## config.mk

```make
export PLATFORM = sky130hd
export DESIGN_NAME = victim_refill_ctrl
export DESIGN_NICKNAME = d
export VERILOG_FILES = /design/src/rtl/victim_refill_ctrl.sv
export SDC_FILE = /design/constraint.sdc
export NUM_CORES = 1
export LEC_CHECK = 0
export ABC_AREA = 1
export CORE_AREA = 3 3 313 315
export CTS_CLUSTER_SIZE = 12
export DETAILED_ROUTE_END_ITERATION = 8
export DIE_AREA = 0 0 316 318
export SETUP_SLACK_MARGIN = 0.05
export SLEW_MARGIN = 20
export SYNTH_ARGS = -nofsm -noshare
export SYNTH_HDL_FRONTEND = slang
export SYNTH_SLANG_ARGS = --single-unit
```

## constraint.sdc

```tcl
create_clock -name clk -period 3.2 [get_ports clk]
set_input_delay 0.8 -clock clk [delete_from_list [all_inputs] [get_ports clk]]
set_output_delay 0.8 -clock clk [all_outputs]
set_load 0.005 [all_outputs]
```

## src/rtl/victim_refill_ctrl.sv

```systemverilog
// Dcache-side refill controller for the 4-entry victim cache.
// It probes the victim cache, falls back to memory, writes back the evicted line and returns the refill line.
module victim_refill_ctrl #(
  parameter int LINE_W = 128,
  parameter int ADDR_W = 28,
  parameter int CNT_W  = 16
) (
  input  logic              clk,
  input  logic              rst,
  input  logic              flush_i,
  input  logic              miss_req_i,
  input  logic [ADDR_W-1:0] miss_addr_i,
  input  logic              evict_valid_i,
  input  logic [ADDR_W-1:0] evict_addr_i,
  input  logic [LINE_W-1:0] evict_data_i,
  output logic [ADDR_W-1:0] victim_addr_o,
  output logic [LINE_W-1:0] victim_data_o,
  output logic              victim_write_o,
  output logic              victim_flush_o,
  input  logic              victim_hit_i,
  input  logic [LINE_W-1:0] victim_data_i,
  output logic              mem_req_o,
  output logic [ADDR_W-1:0] mem_addr_o,
  input  logic              mem_ack_i,
  input  logic [LINE_W-1:0] mem_data_i,
  output logic              resp_valid_o,
  output logic [LINE_W-1:0] resp_data_o,
  output logic              resp_from_victim_o,
  output logic [CNT_W-1:0]  hit_cnt_o,
  output logic [CNT_W-1:0]  miss_cnt_o
);

  typedef enum logic [2:0] {
    IDLE,
    LOOKUP,
    MEM,
    WRVIC,
    RESP
  } state_t;

  state_t            state;
  logic [ADDR_W-1:0] miss_addr_q;
  logic              evict_valid_q;
  logic [ADDR_W-1:0] evict_addr_q;
  logic [LINE_W-1:0] evict_data_q;
  logic [LINE_W-1:0] refill_q;
  logic              from_victim_q;
  logic              flush_pend_q;

  // NOTE: sequential state uses non-blocking assignments only, so every register
  // samples the pre-edge values and ordering inside the block cannot create races.
  always_ff @(posedge clk or negedge rst) begin
    if (!rst) begin
      state              <= IDLE;
      miss_addr_q        <= '0;
      evict_valid_q      <= 1'b0;
      evict_addr_q       <= '0;
      evict_data_q       <= '0;
      refill_q           <= '0;
      from_victim_q      <= 1'b0;
      flush_pend_q       <= 1'b0;
      victim_addr_o      <= '0;
      victim_data_o      <= '0;
      victim_write_o     <= 1'b0;
      victim_flush_o     <= 1'b0;
      mem_req_o          <= 1'b0;
      mem_addr_o         <= '0;
      resp_valid_o       <= 1'b0;
      resp_data_o        <= '0;
      resp_from_victim_o <= 1'b0;
      hit_cnt_o          <= '0;
      miss_cnt_o         <= '0;
    end else begin
      // Pulse-type outputs default low; the shared victim port idles at zero.
      victim_write_o <= 1'b0;
      victim_flush_o <= 1'b0;
      resp_valid_o   <= 1'b0;
      victim_addr_o  <= '0;
      victim_data_o  <= '0;

      if (flush_i && state != IDLE) flush_pend_q <= 1'b1;

      case (state)
        IDLE: begin
          if (flush_i || flush_pend_q) begin
            victim_flush_o <= 1'b1;
            hit_cnt_o      <= '0;
            miss_cnt_o     <= '0;
            flush_pend_q   <= 1'b0;
          end else if (miss_req_i) begin
            miss_addr_q   <= miss_addr_i;
            evict_valid_q <= evict_valid_i;
            evict_addr_q  <= evict_addr_i;
            evict_data_q  <= evict_data_i;
            victim_addr_o <= miss_addr_i;
            state         <= LOOKUP;
          end
        end

        LOOKUP: begin
          if (victim_hit_i) begin
            refill_q      <= victim_data_i;
            from_victim_q <= 1'b1;
            if (hit_cnt_o != '1) hit_cnt_o <= hit_cnt_o + CNT_W'(1);
            if (evict_valid_q) begin
              victim_write_o <= 1'b1;
              victim_addr_o  <= evict_addr_q;
              victim_data_o  <= evict_data_q;
              state          <= WRVIC;
            end else begin
              resp_valid_o       <= 1'b1;
              resp_data_o        <= victim_data_i;
              resp_from_victim_o <= 1'b1;
              state              <= RESP;
            end
          end else begin
            if (miss_cnt_o != '1) miss_cnt_o <= miss_cnt_o + CNT_W'(1);
            mem_req_o  <= 1'b1;
            mem_addr_o <= miss_addr_q;
            state      <= MEM;
          end
        end

        MEM: begin
          if (mem_ack_i) begin
            refill_q      <= mem_data_i;
            from_victim_q <= 1'b0;
            mem_req_o     <= 1'b0;
            mem_addr_o    <= '0;
            if (evict_valid_q) begin
              victim_write_o <= 1'b1;
              victim_addr_o  <= evict_addr_q;
              victim_data_o  <= evict_data_q;
              state          <= WRVIC;
            end else begin
              resp_valid_o       <= 1'b1;
              resp_data_o        <= mem_data_i;
              resp_from_victim_o <= 1'b0;
              state              <= RESP;
            end
          end
        end

        // The write may replace the entry just hit; its data already sits in refill_q.
        WRVIC: begin
          resp_valid_o       <= 1'b1;
          resp_data_o        <= refill_q;
          resp_from_victim_o <= from_victim_q;
          state              <= RESP;
        end

        RESP: state <= IDLE;

        default: state <= IDLE;
      endcase
    end
  end

endmodule

```

After elaboration in Yosys (flattened, before gate mapping)
Cells that the tools add are included.
W data, S select, Z words.
{"block": "op_classes", "bitwise": 1, "eq_ne": 15, "addsub": 2, "muxes": 57, "reduce_logical": 14}
{"cell": "$mux W128", "count": 9}
{"cell": "$pmux W128 S2", "count": 2}
{"cell": "$pmux W128 S3", "count": 1}
{"cell": "$mux W28", "count": 7}
{"cell": "$pmux W28 S3", "count": 1}
{"cell": "$mux W16", "count": 5}
{"cell": "$pmux W16 S2", "count": 2}
{"cell": "$pmux W28 S2", "count": 1}
{"cell": "$add A16 B1 Y16 const B", "count": 2}
{"cell": "$ne A16 B16 Y1 const B", "count": 2}
{"cell": "$ne A2 B2 Y1 const B", "count": 10}
{"cell": "$mux W1", "count": 18}
{"cell": "$mux W3", "count": 5}
{"cell": "$pmux W3 S4", "count": 1}
{"cell": "$reduce_and A3 Y1", "count": 4}
{"cell": "$reduce_and A4 Y1", "count": 2}
{"cell": "$eq A3 B2 Y1 const B", "count": 2}
{"cell": "$pmux W1 S2", "count": 3}
{"cell": "$pmux W1 S3", "count": 2}
{"cell": "$reduce_bool A3 Y1", "count": 2}
{"cell": "$reduce_and A5 Y1", "count": 1}
{"cell": "$reduce_bool A2 Y1", "count": 2}
{"cell": "$eq A3 B1 Y1 const B", "count": 1}
{"cell": "$logic_not A3 Y1", "count": 1}
{"cell": "other kinds (3)", "count": 3}
{"block": "word_totals", "reg_bits": 667, "wordCells": 108, "out_inout_bits": 349}

Depth between registers and ports, before layout
Gate-level depths: netlist (run 1).
{"block": "logic_depth", "ltp_word": 5, "mapped_depth": 12}

Worst setup path before layout (run 1)
Ideal clock, no wire load.
{"block": "synth_timing", "path_kind": "input port to flip-flop", "startpoint": "input flush_i", "endpoint": "register miss_addr_q[23]", "setup_time_ns": 0.126, "setup_slack_ns": 1.331, "required_ns": 3.074, "path_stages": 7, "path_buffers": 2, "t_arrival_ns": 1.742, "path_cell_list": "or2_1 -> nor2_1 -> nand2_1 -> inv_2 -> buf_2 -> buf_2 -> o21ai_0"}
{"block": "synth_between", "elab_chain_cells": 3}
{"element": "start, declared", "line_no": "10", "rtl": "input logic flush_i,"}
{"element": "$logic_or A1 B1 Y1", "line_no": "85", "rtl": "if (flush_i || flush_pend_q) begin"}
{"element": "$not A1 Y1 (no line)"}
{"element": "$reduce_and A3 Y1 (no line)"}
{"element": "end signal, assigned", "line_no": "91", "rtl": "miss_addr_q <= miss_addr_i;"}
{"element": "end, declared", "line_no": "42", "rtl": "logic [ADDR_W-1:0] miss_addr_q;"}
No other way between the ends.
A chain may end at the register's enable or synchronous reset.

Worst setup path in the final report (run 1)
{"block": "layout_timing", "startpoint": "register resp_data_o[2]", "endpoint": "output resp_data_o[2]"}
{"element": "start, declared", "line_no": "27", "rtl": "output logic [LINE_W-1:0] resp_data_o,"}
{"element": "start signal, assigned", "line_no": "112", "rtl": "resp_data_o <= victim_data_i;"}
{"element": "start signal, assigned", "line_no": "137", "rtl": "resp_data_o <= mem_data_i;"}
{"element": "start signal, assigned", "line_no": "147", "rtl": "resp_data_o <= refill_q;"}
No word-level cell between the ends.

==> metrics.md, run 1 <==
| Metric | Value |
|---|---|
| CTS tree | `yes` |
| Post-synthesis cell count | `3414` |
| Pwr Density | `828 mW/mm²` |
| Register area share after synthesis | `0.575` |
| Syn Area/Cell | `8.50 µm²` |
| DPL Wire Length | `74.1 mm` |
| DIE WIDTH | `316 µm` |
| Vias in the first global route | `26283` |
| H-tree levels | `3` |
| CTS Buf Count | `78` |
| Site Rows | `113` |
| Gr ovfl total | `0` |
| Worst vdd ir | `0.480 mV` |
| Largest net degree at the start of global routing | `151` |
| Synth area leader | `dfrtp_1` |
| Run status | `complete, no violations` |
| Rel. slew slack | `0.375` |
| Initial drt markers | `1905` |
| CP max stage delay | `0.75 ns` |
| Final core utilization | `0.433` |
| Busiest grt layer | `met2` |
| Clk sinks | `667` |
| Most frequent cells in the layout | `1316 x nand2_1, 794 x clkdlybuf4s50_1, 667 x dfrtp_1` |
| Final wirelength | `108 mm` |
| Netlist cell types | `28` |
| Reg2Reg Setup Slack | `0.90 ns` |
| Worst-path clk slew | `0.06 ns` |
| Register Area | `0.0167 mm²` |
| Hold Crit Class | `in2async` |
| TNS Setup | `0 ns` |
| Yosys warning count | `0` |
| # port buffers | `795` |
| Post_cts resized | `0` |
| Clk root buf | `clkbuf_16` |
| Yosys top cell area share | `0.575` |
| CTS Hold Bufs | `0` |
| CP required | `2.40 ns` |
| Crit path max fanout | `2` |
| GRT Overall Usage | `0.210` |
| Final worst-path cycle share | `0.788` |
| Final min period | `2.52 ns` |
| Post-route DRC violation count | `0` |
| Syn Std Cell Area | `0.0290 mm²` |
| Initial antenna violation count | `21` |
| Wire length per cell | `19.7 µm` |
| Share of layout cells above drive strength 1 | `0.0553` |
| Via count | `26445` |
| Clock Skews | `0.0226 ns` |
| Worst EP arrival | `1.72 ns` |
| Crit path buf inv count | `1` |
| #FFs+latches synth | `667` |
| Area grow syn2layout | `42.0%` |
| Critical path's slowest cell | `clkdlybuf4s50_1` |
| Worst setup EP type | `primary output` |
| Starting Density | `0.305` |
| Post-route ant nets | `0` |
| Worst hold slack | `0.0636 ns` |
| Worst-path cell chain | `clkdlybuf4s50_1` |
| Die Height | `318 µm` |
| Max Cap Violations | `0` |
| Most common cell after layout, fill and taps aside | `nand2_1` |
| GR Util met3 | `0.0662` |
| Worst Setup Path Type | `reg2out` |
| Fin nets | `4587` |
| Setup Viol. Count Final | `0` |
| Leakage | `0.0187 µW` |
| DR vias/cell | `4.83` |
| # IOs | `796` |
| Hold violation count in the final report | `0` |
| CTS max path bufs | `3` |
| Area of the multi-input gates | `0.0105 mm²` |
| Filler instances | `9352` |
| Met2 GRT Util | `0.338` |
| Syn_nets | `3863` |
| Type of origin of the critical path | `register` |
| Max-slew violations | `0` |
| Unrepaired setup endpoints after global routing | `no` |
| Pre-antenna DRT Iters | `5` |
| Top post-synthesis cells by area | `dfrtp_1 58%, nand2_1 17%, nand3_1 7.7%` |
| Slew of the pin with the lowest slew margin | `0.934 ns` |
| Top delay family on crit path | `buffers and inverters` |
| M1 GR Usage | `0.268` |
| Die Area | `0.100 mm²` |
| Fmax | `397 MHz` |
| Placer Congestion | `0.874` |
| Core area | `0.0952 mm²` |
| Post-CTS Setup Repair Bufs | `0` |
| First-pass GRT wire length | `164 mm` |
| Latest clock arrival within the worst-skew pair | `0.63 ns` |
==> per-stage QoR <==
stage	total power, µW	cells	instance area, µm²	setup WS (ns)
finish	34100	5472	41200	0.678
global placement	25200	5323	38600	0.375
global route	36500	5467	41200	0.585
detailed placement	25400	5323	38600	0.345
CTS	34600	5462	41200	0.565
floorplan	19300	3414	29000	1.33
==> cells in the mapped netlist, drive strengths merged <==
library cell  number
xor2               6
xnor2              4
clkbuf            82
o21ai             84
nand4             10
or2                3
o31ai              1
nand3b             1
a21oi              4
o211ai           256
a31oi              1
ha                 2
dfrtp            667
inv              196
nor2             170
nand2           1324
nand3            444
buf              159
==> power breakdown <==
group | internal (µW) | total [µW] | leakage [µW] | switching, µW
clock | 5250 | 8950 | 0.00127 | 3700
sequential | 11300 | 12800 | 0.00867 | 1490
combinational | 5210 | 12400 | 0.00878 | 7160
==> metal layers <==
| layer | share of wire | vias to the layer above |
|---|---|---|
| li1 | - | 12513 |
| met1 | 0.41 | 12792 |
| met2 | 0.47 | 944 |
| met3 | 0.093 | 174 |
| met4 | 0.028 | 22 |
| met5 | 0.0014 | - |
==> sequential cells by signal (all words and copies together) (netlist names) <==
name                cells
evict_data_q          128
refill_q              128
resp_data_o           128
victim_data_o         128
evict_addr_q           28
mem_addr_o             28
miss_addr_q            28
victim_addr_o          28
hit_cnt_o              16
miss_cnt_o             16
state                   3
evict_valid_q           1
flush_pend_q            1
from_victim_q           1
mem_req_o               1
resp_from_victim_o      1
resp_valid_o            1
victim_flush_o          1
victim_write_o          1
==> cell families (layout without fill, tap and decap cells) <==
logic type               after synthesis  count (layout)  share of synthesized area
AND/OR/NAND/NOR                     1952            1952                      0.274
flip-flops                           667             667                      0.575
buffers and inverters                437            1220                     0.0651
AO/OA/AOI/OAI                        346             346                     0.0819
XOR/XNOR                              10              10                    0.00302
adder cells (fa/ha/maj)                2               2                   0.000862
other                                  0              10                          0
==> cell type report <==
cell class,instances,share of cell area
antenna,10,0.000607
clock buffer,121,0.0572
clock inverter,18,0.00534
inverter,196,0.0182
multi-input combinational,2310,0.255
sequential,667,0.405
tap,1265,0.0384
timing repair buffer,885,0.220
==> final timing paths <==
path / from / end / cells after the start
worst max-delay path: resp_data_o[2] / resp_data_o[2] / 1
worst min-delay path: rst / refill_q[60] / 1
worst max register to register: state[0] / resp_data_o[10] / 8
worst min register to register: evict_addr_q[25] / victim_addr_o[25] / 2
max in group asynchronous: rst / victim_data_o[113] / 3
min in group clk: evict_addr_q[25] / victim_addr_o[25] / 2
No activity file was read; power rests on OpenSTA's default activity.
==> run 2: changes to the inputs <==
Clock period 3.2 ns to 2.48 ns, I/O delays scaled along.
==> run 2 against run 1 <==
Against the previous run:
- power up 31%
- final area grew 1.4%
- die area is the same
- global-route usage grew 0.11 points
- worst hold slack better by 0.40 ns
- utilization grew 0.62 points
- clock-buffer cell count down 3
- sequential cell count did not move
- clock power is 28% higher
- sequential power increased by 30%
- combinational power rose by 34%
==> metrics.md, run 2 (synthesis results as in run 1) <==
| Metric | Value |
|---|---|
| Run status | `complete, no violations` |
| Crit path max fanout | `7` |
| Clk root buf | `clkbuf_16` |
| Post-route DRC violation count | `0` |
| Via count | `26569` |
| CTS tree | `yes` |
| Latest clock arrival within the worst-skew pair | `0.64 ns` |
| Initial antenna violation count | `12` |
| Worst vdd ir | `0.569 mV` |
| H-tree levels | `3` |
| Reg2reg end | `resp_data_o[10]` |
| Hold violation count in the final report | `0` |
| Worst Setup Path Type | `reg2out` |
| Top delay family on crit path | `buffers and inverters` |
| Most common cell after layout, fill and taps aside | `nand2_1` |
| CTS max path bufs | `3` |
| Clk sinks | `667` |
| Starting Density | `0.305` |
| Register share of total power | `0.371` |
| FF-to-FF path depth | `8` |
| Design area | `0.0418 mm²` |
| Placer Congestion | `0.871` |
| GRT Overall Usage | `0.211` |
| DR vias/cell | `4.81` |
| Die Area | `0.100 mm²` |
| Clock Skews | `0.0208 ns` |
| Pwr Density | `1070 mW/mm²` |
| Worst R2R Start | `state[0]` |
| Leakage | `0.0191 µW` |
| Register Area | `0.0167 mm²` |
| CTS Buf Count | `78` |
| Post-CTS Setup Repair Bufs | `0` |
| Reg2Reg Setup Slack | `0.29 ns` |
| Final wirelength | `108 mm` |
| Initial drt markers | `2247` |
| Area grow syn2layout | `44.0%` |
| Hold Crit Depth | `2` |
| Rel. slew slack | `0.625` |
| Site Rows | `113` |
| Sw Pwr | `16000 µW` |
| TNS Setup | `0 ns` |
| Unrepaired setup endpoints after global routing | `no` |
| Clk network pwr share | `0.258` |
| Comb pwr share | `0.371` |
| Die Height | `318 µm` |
| Post-route ant nets | `0` |
| Switching portion of total power | `0.359` |
| CP required | `1.86 ns` |
| Critical path origin | `miss_cnt_o[7]` |
| Type of origin of the critical path | `register` |
| Pre-antenna DRT Iters | `7` |
| Worst setup EP type | `primary output` |
| Most frequent cells in the layout | `1316 x nand2_1, 791 x clkdlybuf4s50_1, 667 x dfrtp_1` |
| DIE WIDTH | `316 µm` |
| Largest net degree at the start of global routing | `93` |
| Fmax | `432 MHz` |
| Final Non-Filler Cells | `5527` |
| Wire length per cell | `19.6 µm` |
| Filler instances | `9256` |
| Sink of the worst hold path | `victim_addr_o[17]` |
| Worst-path clk slew | `0.06 ns` |
| Max-slew violations | `0` |
| # IOs | `796` |
| Crit path buf inv count | `1` |
| Critical path's slowest cell | `clkdlybuf4s50_1` |
| Fin nets | `4644` |
| Worst EP arrival | `1.70 ns` |
| Hold_sp | `evict_addr_q[17]` |
| Setup Viol. Count Final | `0` |
| Final min period | `2.32 ns` |
| Area of the multi-input gates | `0.0105 mm²` |
| Gr ovfl total | `0` |
| First-pass GRT wire length | `165 mm` |
| Placed Cells | `5379` |
| # port buffers | `795` |
| Vias in the first global route | `26627` |
| Core area | `0.0952 mm²` |
| Placed Area | `0.0392 mm²` |
| CP max stage delay | `0.57 ns` |
| Max Cap Violations | `0` |
| DPL Wire Length | `77.0 mm` |
| Final worst-path cycle share | `0.934` |
| Hold Crit Class | `reg2reg` |
| Worst-path cell chain | `clkdlybuf4s50_1` |
| Internal | `28600 µW` |
| Slew of the pin with the lowest slew margin | `0.561 ns` |
| Share of layout cells above drive strength 1 | `0.0670` |
==> run 2: cell types whose count changed in the layout (fill, tap and decap cells not counted), sizes merged, moves of 2 or more <==
cell / previous run / this run
buf: 91 / 147
clkbuf: 121 / 118
clkdlybuf4s50: 794 / 791
dlygate4sd2: 0 / 2
inv: 201 / 199
==> run 2: repair_timing <==
item                                    CTS  global route
hold buffers                              1             0
hold endpoints to repair                 29             0
endpoints found under the setup margin    2             1
gates resized for setup                   2             1
==> run 2: metal layers <==
layer,track usage,vias up,share of wire,wire length [µm]
li1,-,12623,-,-
met5,0,-,0.00024,26
met4,0.0678,4,0.030,3280
met3,0.0579,183,0.080,8700
met2,0.343,969,0.47,50800
met1,0.271,12790,0.42,45700
==> run 2: area by class of cell <==
type                       instances  area share
clock buffer                     118      0.0557
sequential                       667       0.399
multi-input combinational       2310       0.252
inverter                         196      0.0179
clock inverter                    18     0.00578
timing repair buffer             942       0.231
antenna                           11    0.000659
tap                             1265      0.0379
==> run 2: power groups by stage <==
| stage | Clock, µW | Combinational [µW] | Sequential [µW] |
|---|---|---|---|
| 3_5_place_dp | 0 | 16700 | 16700 |
| 4_1_cts | 11800 | 16800 | 16600 |
| 6_report | 11500 | 16600 | 16600 |
| 5_1_grt | 12300 | 18300 | 17000 |
| 2_1_floorplan | 0 | 8520 | 16300 |
| 3_3_place_gp | 0 | 16500 | 16600 |
==> run 2: stage by stage <==
| step | hold WS [ns] | setup slack, ns | util | total power [µW] |
|---|---|---|---|---|
| after global placement | 0.453 | -0.0303 | 0.412 | 33100 |
| after detailed placement | 0.456 | -0.0900 | 0.412 | 33400 |
| after global routing | 0.461 | 0.0565 | 0.439 | 47600 |
| final | 0.465 | 0.165 | 0.439 | 44600 |
| after floorplan | 0.324 | 0.791 | - | 24900 |
| after CTS | 0.444 | 0.0640 | 0.439 | 45200 |
==> run 2: how the worst max path moves through the flow <==
stage / cells past startpoint / end / slack, ns
6_report: 1 / miss_cnt_o[7] / 0.16
2_1_floorplan: 7 / miss_addr_q[23] / 0.79
4_1_cts: 1 / resp_data_o[10] / 0.06
5_1_grt: 1 / resp_data_o[7] / 0.06
3_3_place_gp: 6 / resp_data_o[6] / -0.03
3_5_place_dp: 6 / resp_data_o[6] / -0.09
